### config.mk
export PLATFORM = sky130hd
export DESIGN_NAME = dlfloat_mac_seq
export DESIGN_NICKNAME = d
export VERILOG_FILES = /design/src/rtl/dlfloat_pkg.sv /design/src/rtl/mac_lat_timer.sv /design/src/rtl/dlfloat_mac_seq.sv
export SDC_FILE = /design/constraint.sdc
export NUM_CORES = 1
export LEC_CHECK = 0
export BUFFER_PORTS_ARGS = -buffer_cell sky130_fd_sc_hd__clkbuf_2
export CAP_MARGIN = 20
export CORE_MARGIN = 2
export CORE_UTILIZATION = 30
export DETAILED_ROUTE_END_ITERATION = 6
export GPL_ROUTABILITY_DRIVEN = 0
export MAX_ROUTING_LAYER = met4
export PLACE_DENSITY = 0.6
export SKIP_CTS_REPAIR_TIMING = 1
export SYNTH_ARGS = -nofsm -noshare
export SYNTH_HDL_FRONTEND = slang
export SYNTH_SLANG_ARGS = --single-unit
### constraint.sdc
create_clock -name clk -period 2.6 [get_ports clk]
set_input_delay 0.52 -clock clk [delete_from_list [all_inputs] [get_ports clk]]
set_output_delay 0.52 -clock clk [all_outputs]
set_load 0.01 [all_outputs]
### src/rtl/dlfloat_pkg.sv
// Shared DLFloat constants and the MAC sequencer state encoding.
// Imported by the sequencer top and its helper blocks.
package dlfloat_pkg;

  localparam int DLF_W = 16;

  localparam logic [DLF_W-1:0] DLF_ZERO = 16'h0000;
  localparam logic [DLF_W-1:0] DLF_ONE  = 16'h3E00;

  typedef enum logic [1:0] {
    IDLE,
    LOAD,
    DRAIN,
    HOLD
  } state_e;

endpackage

### src/rtl/mac_lat_timer.sv
// Loadable down-counter with a done flag; measures the MAC pipeline
// drain time after the final operand pair has been issued.
module mac_lat_timer #(
  parameter int W = 2
) (
  input  logic         clk,
  input  logic         rst_n,
  input  logic         load_i,
  input  logic [W-1:0] val_i,
  output logic         done_o
);

  logic [W-1:0] cnt_q;
  logic [W-1:0] cnt_d;

  always_comb begin
    cnt_d = cnt_q;
    if (load_i) begin
      cnt_d = val_i;
    end else if (cnt_q != '0) begin
      cnt_d = cnt_q - W'(1);
    end
  end

  always_ff @(posedge clk) begin
    if (!rst_n) begin
      cnt_q <= '0;
    end else begin
      cnt_q <= cnt_d;
    end
  end

  assign done_o = (cnt_q == '0);

endmodule

### src/rtl/dlfloat_mac_seq.sv
// Sequences one DLFloat dot-product job through an external MAC
// datapath and holds the accumulated result until it is consumed.
module dlfloat_mac_seq
  import dlfloat_pkg::*;
#(
  parameter int MAC_LAT = 3,
  parameter int LEN_W   = 8
) (
  input  logic             clk,
  input  logic             rst_n,
  input  logic             start,
  input  logic [LEN_W-1:0] cfg_len,
  output logic             busy,
  input  logic             in_valid,
  output logic             in_ready,
  input  logic [DLF_W-1:0] in_a,
  input  logic [DLF_W-1:0] in_b,
  output logic [DLF_W-1:0] mac_a,
  output logic [DLF_W-1:0] mac_b,
  output logic             mac_clr,
  input  logic [DLF_W-1:0] mac_c,
  output logic             res_valid,
  input  logic             res_ready,
  output logic [DLF_W-1:0] res_data
);

  localparam int TW =
    (MAC_LAT > 0) ? $clog2(MAC_LAT + 1) : 1;

  state_e           state_q;
  state_e           state_d;
  logic [LEN_W-1:0] len_q;
  logic [LEN_W-1:0] len_d;
  logic [LEN_W-1:0] cnt_q;
  logic [LEN_W-1:0] cnt_d;
  logic [LEN_W-1:0] cnt_inc;
  logic [DLF_W-1:0] a_q;
  logic [DLF_W-1:0] a_d;
  logic [DLF_W-1:0] b_q;
  logic [DLF_W-1:0] b_d;
  logic [DLF_W-1:0] res_q;
  logic [DLF_W-1:0] res_d;
  logic             clr_q;
  logic             clr_d;
  logic             tmr_load;
  logic             tmr_done;

  assign cnt_inc = cnt_q + LEN_W'(1);

  mac_lat_timer #(
    .W (TW)
  ) u_tmr (
    .clk    (clk),
    .rst_n  (rst_n),
    .load_i (tmr_load),
    .val_i  (TW'(MAC_LAT)),
    .done_o (tmr_done)
  );

  always_comb begin
    state_d   = state_q;
    len_d     = len_q;
    cnt_d     = cnt_q;
    a_d       = DLF_ZERO;
    b_d       = DLF_ZERO;
    clr_d     = 1'b0;
    res_d     = res_q;
    tmr_load  = 1'b0;
    busy      = 1'b1;
    in_ready  = 1'b0;
    res_valid = 1'b0;
    unique case (state_q)
      IDLE: begin
        busy = 1'b0;
        if (start) begin
          len_d   = (cfg_len == '0) ? LEN_W'(1)
                                    : cfg_len;
          cnt_d   = '0;
          clr_d   = 1'b1;
          state_d = LOAD;
        end
      end
      LOAD: begin
        in_ready = 1'b1;
        if (in_valid) begin
          a_d   = in_a;
          b_d   = in_b;
          cnt_d = cnt_inc;
          if (cnt_inc == len_q) begin
            tmr_load = 1'b1;
            state_d  = DRAIN;
          end
        end
      end
      DRAIN: begin
        // last operand has fully propagated to mac_c
        if (tmr_done) begin
          res_d   = mac_c;
          state_d = HOLD;
        end
      end
      HOLD: begin
        res_valid = 1'b1;
        if (res_ready) begin
          state_d = IDLE;
        end
      end
      default: begin
        state_d = IDLE;
      end
    endcase
  end

  always_ff @(posedge clk) begin
    if (!rst_n) begin
      state_q <= IDLE;
      len_q   <= '0;
      cnt_q   <= '0;
      a_q     <= DLF_ZERO;
      b_q     <= DLF_ZERO;
      clr_q   <= 1'b0;
      res_q   <= '0;
    end else begin
      state_q <= state_d;
      len_q   <= len_d;
      cnt_q   <= cnt_d;
      a_q     <= a_d;
      b_q     <= b_d;
      clr_q   <= clr_d;
      res_q   <= res_d;
    end
  end

  assign mac_a    = a_q;
  assign mac_b    = b_q;
  assign mac_clr  = clr_q;
  assign res_data = res_q;

endmodule

* Yosys cells after proc, flatten, opt, wreduce, memory -nomap -nowiden *
Index checks and enable logic that the tools add are counted.

storage, ports and cells
  flip-flop bits (word level) = 69
  latch bits = 0
  RAM bits = 0
  ROM bits = 0
  input bits = 61
  output and inout bits = 52
  word-level logic and storage cells = 50
  memories kept = 0

operators by class
  $add $sub $neg = 2
  multipliers = 0
  div/mod/pow operators = 0
  order comparisons = 0
  equality and inequality tests = 9
  shift-type cells = 0
  mux-type cells = 19
  bitwise logic cells = 0
  reductions and logical operators = 12

operator list
  kind                                                                 count
  8-bit two-way mux                                                    3
  8-bit case mux with 2 select lines                                   1
  2-bit two-way mux                                                    7
  2-bit inequality test (second input constant)                        5
  8-bit by 1-bit adder with 8-bit output (second input constant)       1
  8-bit == test                                                        1
  8-bit zero test                                                      1
  2-bit case mux with 4 select lines                                   1
  1-bit two-way mux                                                    7
  2-bit AND reduction                                                  3
  3-bit AND reduction                                                  2
  2-bit nonzero test                                                   3
  5-bit AND reduction                                                  1
  2-bit == test (second input constant)                                2
  2-bit zero test                                                      2
  2-bit by 1-bit == test with 1-bit output (second input constant)     1
  2-bit by 1-bit subtractor with 2-bit output (second input constant)  1

* Depth between registers and ports, before layout *
  depth in word-level cells = 6
  depth in mapped cells = 8
  mapped depth without buffers = 8

* Cells and area by module *
From an unflattened synthesis, not the netlist that was laid out.

unflattened totals
  cells, all modules = 302
  area, all modules = 2780.2 um2

modules (own cells, without submodules)
  module           times used  cells each  area an instance (um2)  sequential area each (um2)
  dlfloat_mac_seq  1           289         2656.3                  1341.3
  mac_lat_timer    1           13          123.9                   40.0

* Worst setup path before layout *
No wires, ideal clock.

  kind = register to register
  start point = register cnt_q[1]
  end point = register state_q[0]
  setup time = 0.072 ns
  data arrival time = 1.908 ns
  data required time = 2.528 ns
  slack = 0.621 ns
  cell stages (with the launch flop) = 9
  path buffers = 1
  period minus slack after synthesis = 1.979 ns
  cell sequence = dfxtp_1 > ha_1 > buf_2 > nand2b_1 > o211ai_1 > a31oi_1 > or4_1 > o22ai_2 > mux2i_1

between the ends
  cells in the longest elaborated chain, start to end = 4

ends and longest elaborated chain
  item                                    RTL line                text
  start, declared                         dlfloat_mac_seq.sv:34   logic [LEN_W-1:0] cnt_q;
  start signal, assigned                  dlfloat_mac_seq.sv:126  cnt_q <= cnt_d;
  8-bit by 1-bit adder with 8-bit output  dlfloat_mac_seq.sv:48   assign cnt_inc = cnt_q + LEN_W'(1);
  8-bit == test                           dlfloat_mac_seq.sv:89   if (cnt_inc == len_q) begin
  2-bit inequality test (no line)         --
  5-bit AND reduction (no line)           --
  end signal, assigned                    dlfloat_mac_seq.sv:124  state_q <= state_d;
  end, declared                           dlfloat_mac_seq.sv:30   state_e state_q;

Every way passes these cells.
A chain may end at the register's enable or synchronous reset.

* Final worst setup path *
  start point = register cnt_q[0]
  end point = register state_q[1]

The elaborated chain is that of the path after synthesis.

==> results.yml <==
die:
  chipWidth_um: 100
  ioPinCount: 113
  dieArea_um2: 10100
  start_util_pct: 30.6
  core_um2: 9110
  die_h_um: 100
  fp-row-count: 35
route:
  drt-initial-drc-count: 82
  wl_um: 6290
  viasPerCell: 4.42
  drtAntennaViolNets: 0
  vias: 2324
  drt_drc_violations_left: 0
  dr.pass1.iters: 4
  wl_per_cell_um: 12.0
clock_tree:
  cts_inserted_buffers: 9
  htree_levels: 3
  cts.path.max_buffers: 2
  clkSinkCount: 69
  cts-root-buf: "clkbuf_8"
  path_clk_slew_ps: 70
  insertion_delay_ps: 340
  cts_tree: "done"
outcome:
  status: "finished, final reports clean"
synth:
  ys_ff_latch: 69
  ys_types: 41
  yosysSeqAreaShare_pct: 49.6
  synthArstFlopShare_pct: 0
  synth_ff_type: "dfxtp_1"
  syn_area_per_cell_um2: 9.23
  yosysWarningCount: 0
  netlist_area_um2: 2790
  synthCells: 302
  synth-edff-count: 0
  syn_nets: 370
pwr:
  power_leakage_nw: 1.61
  total_power_mw: 2.86
  max-vdd-ir-drop_mv: 0.277
  power.density_nw_per_um2: 796
timing:
  grt_setup_unrepaired: "no"
  post-route-min-period_ps: 2360
  period_share_pct: 90.7
  worst_slew_pin_slew_ps: 824
  finalSetupTns_ps: 0
  finalHoldWorstSlack_ps: 373
  hold_viol_final: 0
  maxSlewHeadroom_pct: 45.1
  slew_viol_final: 0
  setup_viol: 0
  fin_worst_skew_ps: 13.6
  timing.fmax_mhz: 424
cells_and_area:
  post-route-util_pct: 39.5
  diodes: 0
  final_cells: 526
  nets: 478
  most-common-layout-cells: "clkbuf_2 (112), dfxtp_1 (69), nand2_1 (56)"
  syn_to_final_growth_pct: 28.9
  final_common_cell: "clkbuf_2"
  drive_above_1_share_pct: 32.5
worst_setup_path:
  worstSetupPathType: "register to register"
  endpoint_kind: "register"
  crit_path_start_kind: "register"
  cp.arrival_ps: 2630
  crit_required_ps: 2870
  cp_max_fo: 10
hold_path:
  hp-class: "primary input to register"
global_routing:
  grt.total_usage_pct: 13.3
  grt_pass1_wl_um: 10100
  grt_start_max_net_pins: 40
  grt_pass1_vias: 2082
  antenna_found_initial: 0
  grt_overflow: 0
job:
  cap_violations: 0
placed_design:
  dp_hpwl_um: 4660
  portBuffers: 112
  post-place-cells: 510
## power by group
| group | internal (mW) | switching [mW] |
|---|---|---|
| Sequential | 1.19 | 0.0750 |
| Clock | 0.368 | 0.415 |
| Combinational | 0.349 | 0.470 |
## area by class of cell
class                   count  area [µm²]
multi-input cells         208        1300
clock inverters             6        38.8
fillers                   948        5510
clock buffers              10         138
inverters                   9        33.8
repair buffers            113         568
flip-flops and latches     69        1380
well taps                 111         139
## final timing paths
path / slack (ps) / startpoint / cells past startpoint / endpoint
worst max-delay path: 240 / cnt_q[0] / 7 / state_q[1]
worst min-delay path: 370 / in_b[15] / 2 / mac_b[15]
worst max register to register: 240 / cnt_q[0] / 7 / state_q[1]
worst min register to register: 460 / res_data[10] / 2 / res_data[10]
## Yosys cell counts (4+ instances only)
master	count	area share (%)
dfxtp_1	69	50
clkbuf_1	12	1.6
o21ai_0	7	1.3
ha_1	7	3.1
nor2b_1	4	0.90
xnor2_1	8	2.5
inv_1	9	1.2
a21boi_1	6	1.6
nand2_1	56	7.5
mux2i_1	4	1.4
and2_1	37	8.3
a21oi_1	6	1.1
a21boi_0	20	5.4
nor3_1	4	0.72
nor2_1	6	0.81
nand3_1	5	0.90
## kinds of logic after synthesis
logic type	count (synthesis)	synth area share [%]
xor gates and xnor gates	11	4.13
DFF	69	49.6
and+or+nand+nor	129	23.7
AOI/OAI and AO/OA	57	14.1
muxes	4	1.44
adders and majority gates	7	3.14
buffers and inverters	25	3.95
## metal layers
metal,part of all wire (%),up-vias,wire [µm],track usage [%]
met5,0,-,0,-
met2,44,81,2770,18.8
met4,1.3,0,79,4.95
met1,47,1030,2930,17.0
met3,8.1,7,508,5.29
li1,-,1206,-,-
## state kept, by name, indices dropped and copies added, names as in the netlist
signal,count
state_q,2
mac_a,16
mac_b,16
res_data,16
u_tmr.cnt_q,2
cnt_q,8
len_q,8
mac_clr,1
## per-stage QoR
step	setup slack, ps	area, µm²
2_1_floorplan	621	2790
3_3_place_gp	383	3420
3_5_place_dp	279	3420
4_1_cts	262	3590
5_1_grt	25.6	3590
6_report	242	3590
## worst max-delay path, stage by stage, from the launching register on
cell and delay [ps]:
dfxtp_1 540, ha_1 400, nand2b_1 150, o211ai_1 190
a31oi_1 130, or4_1 500, o22ai_2 180, mux2i_1 200
(Power assumes the default switching activity.)
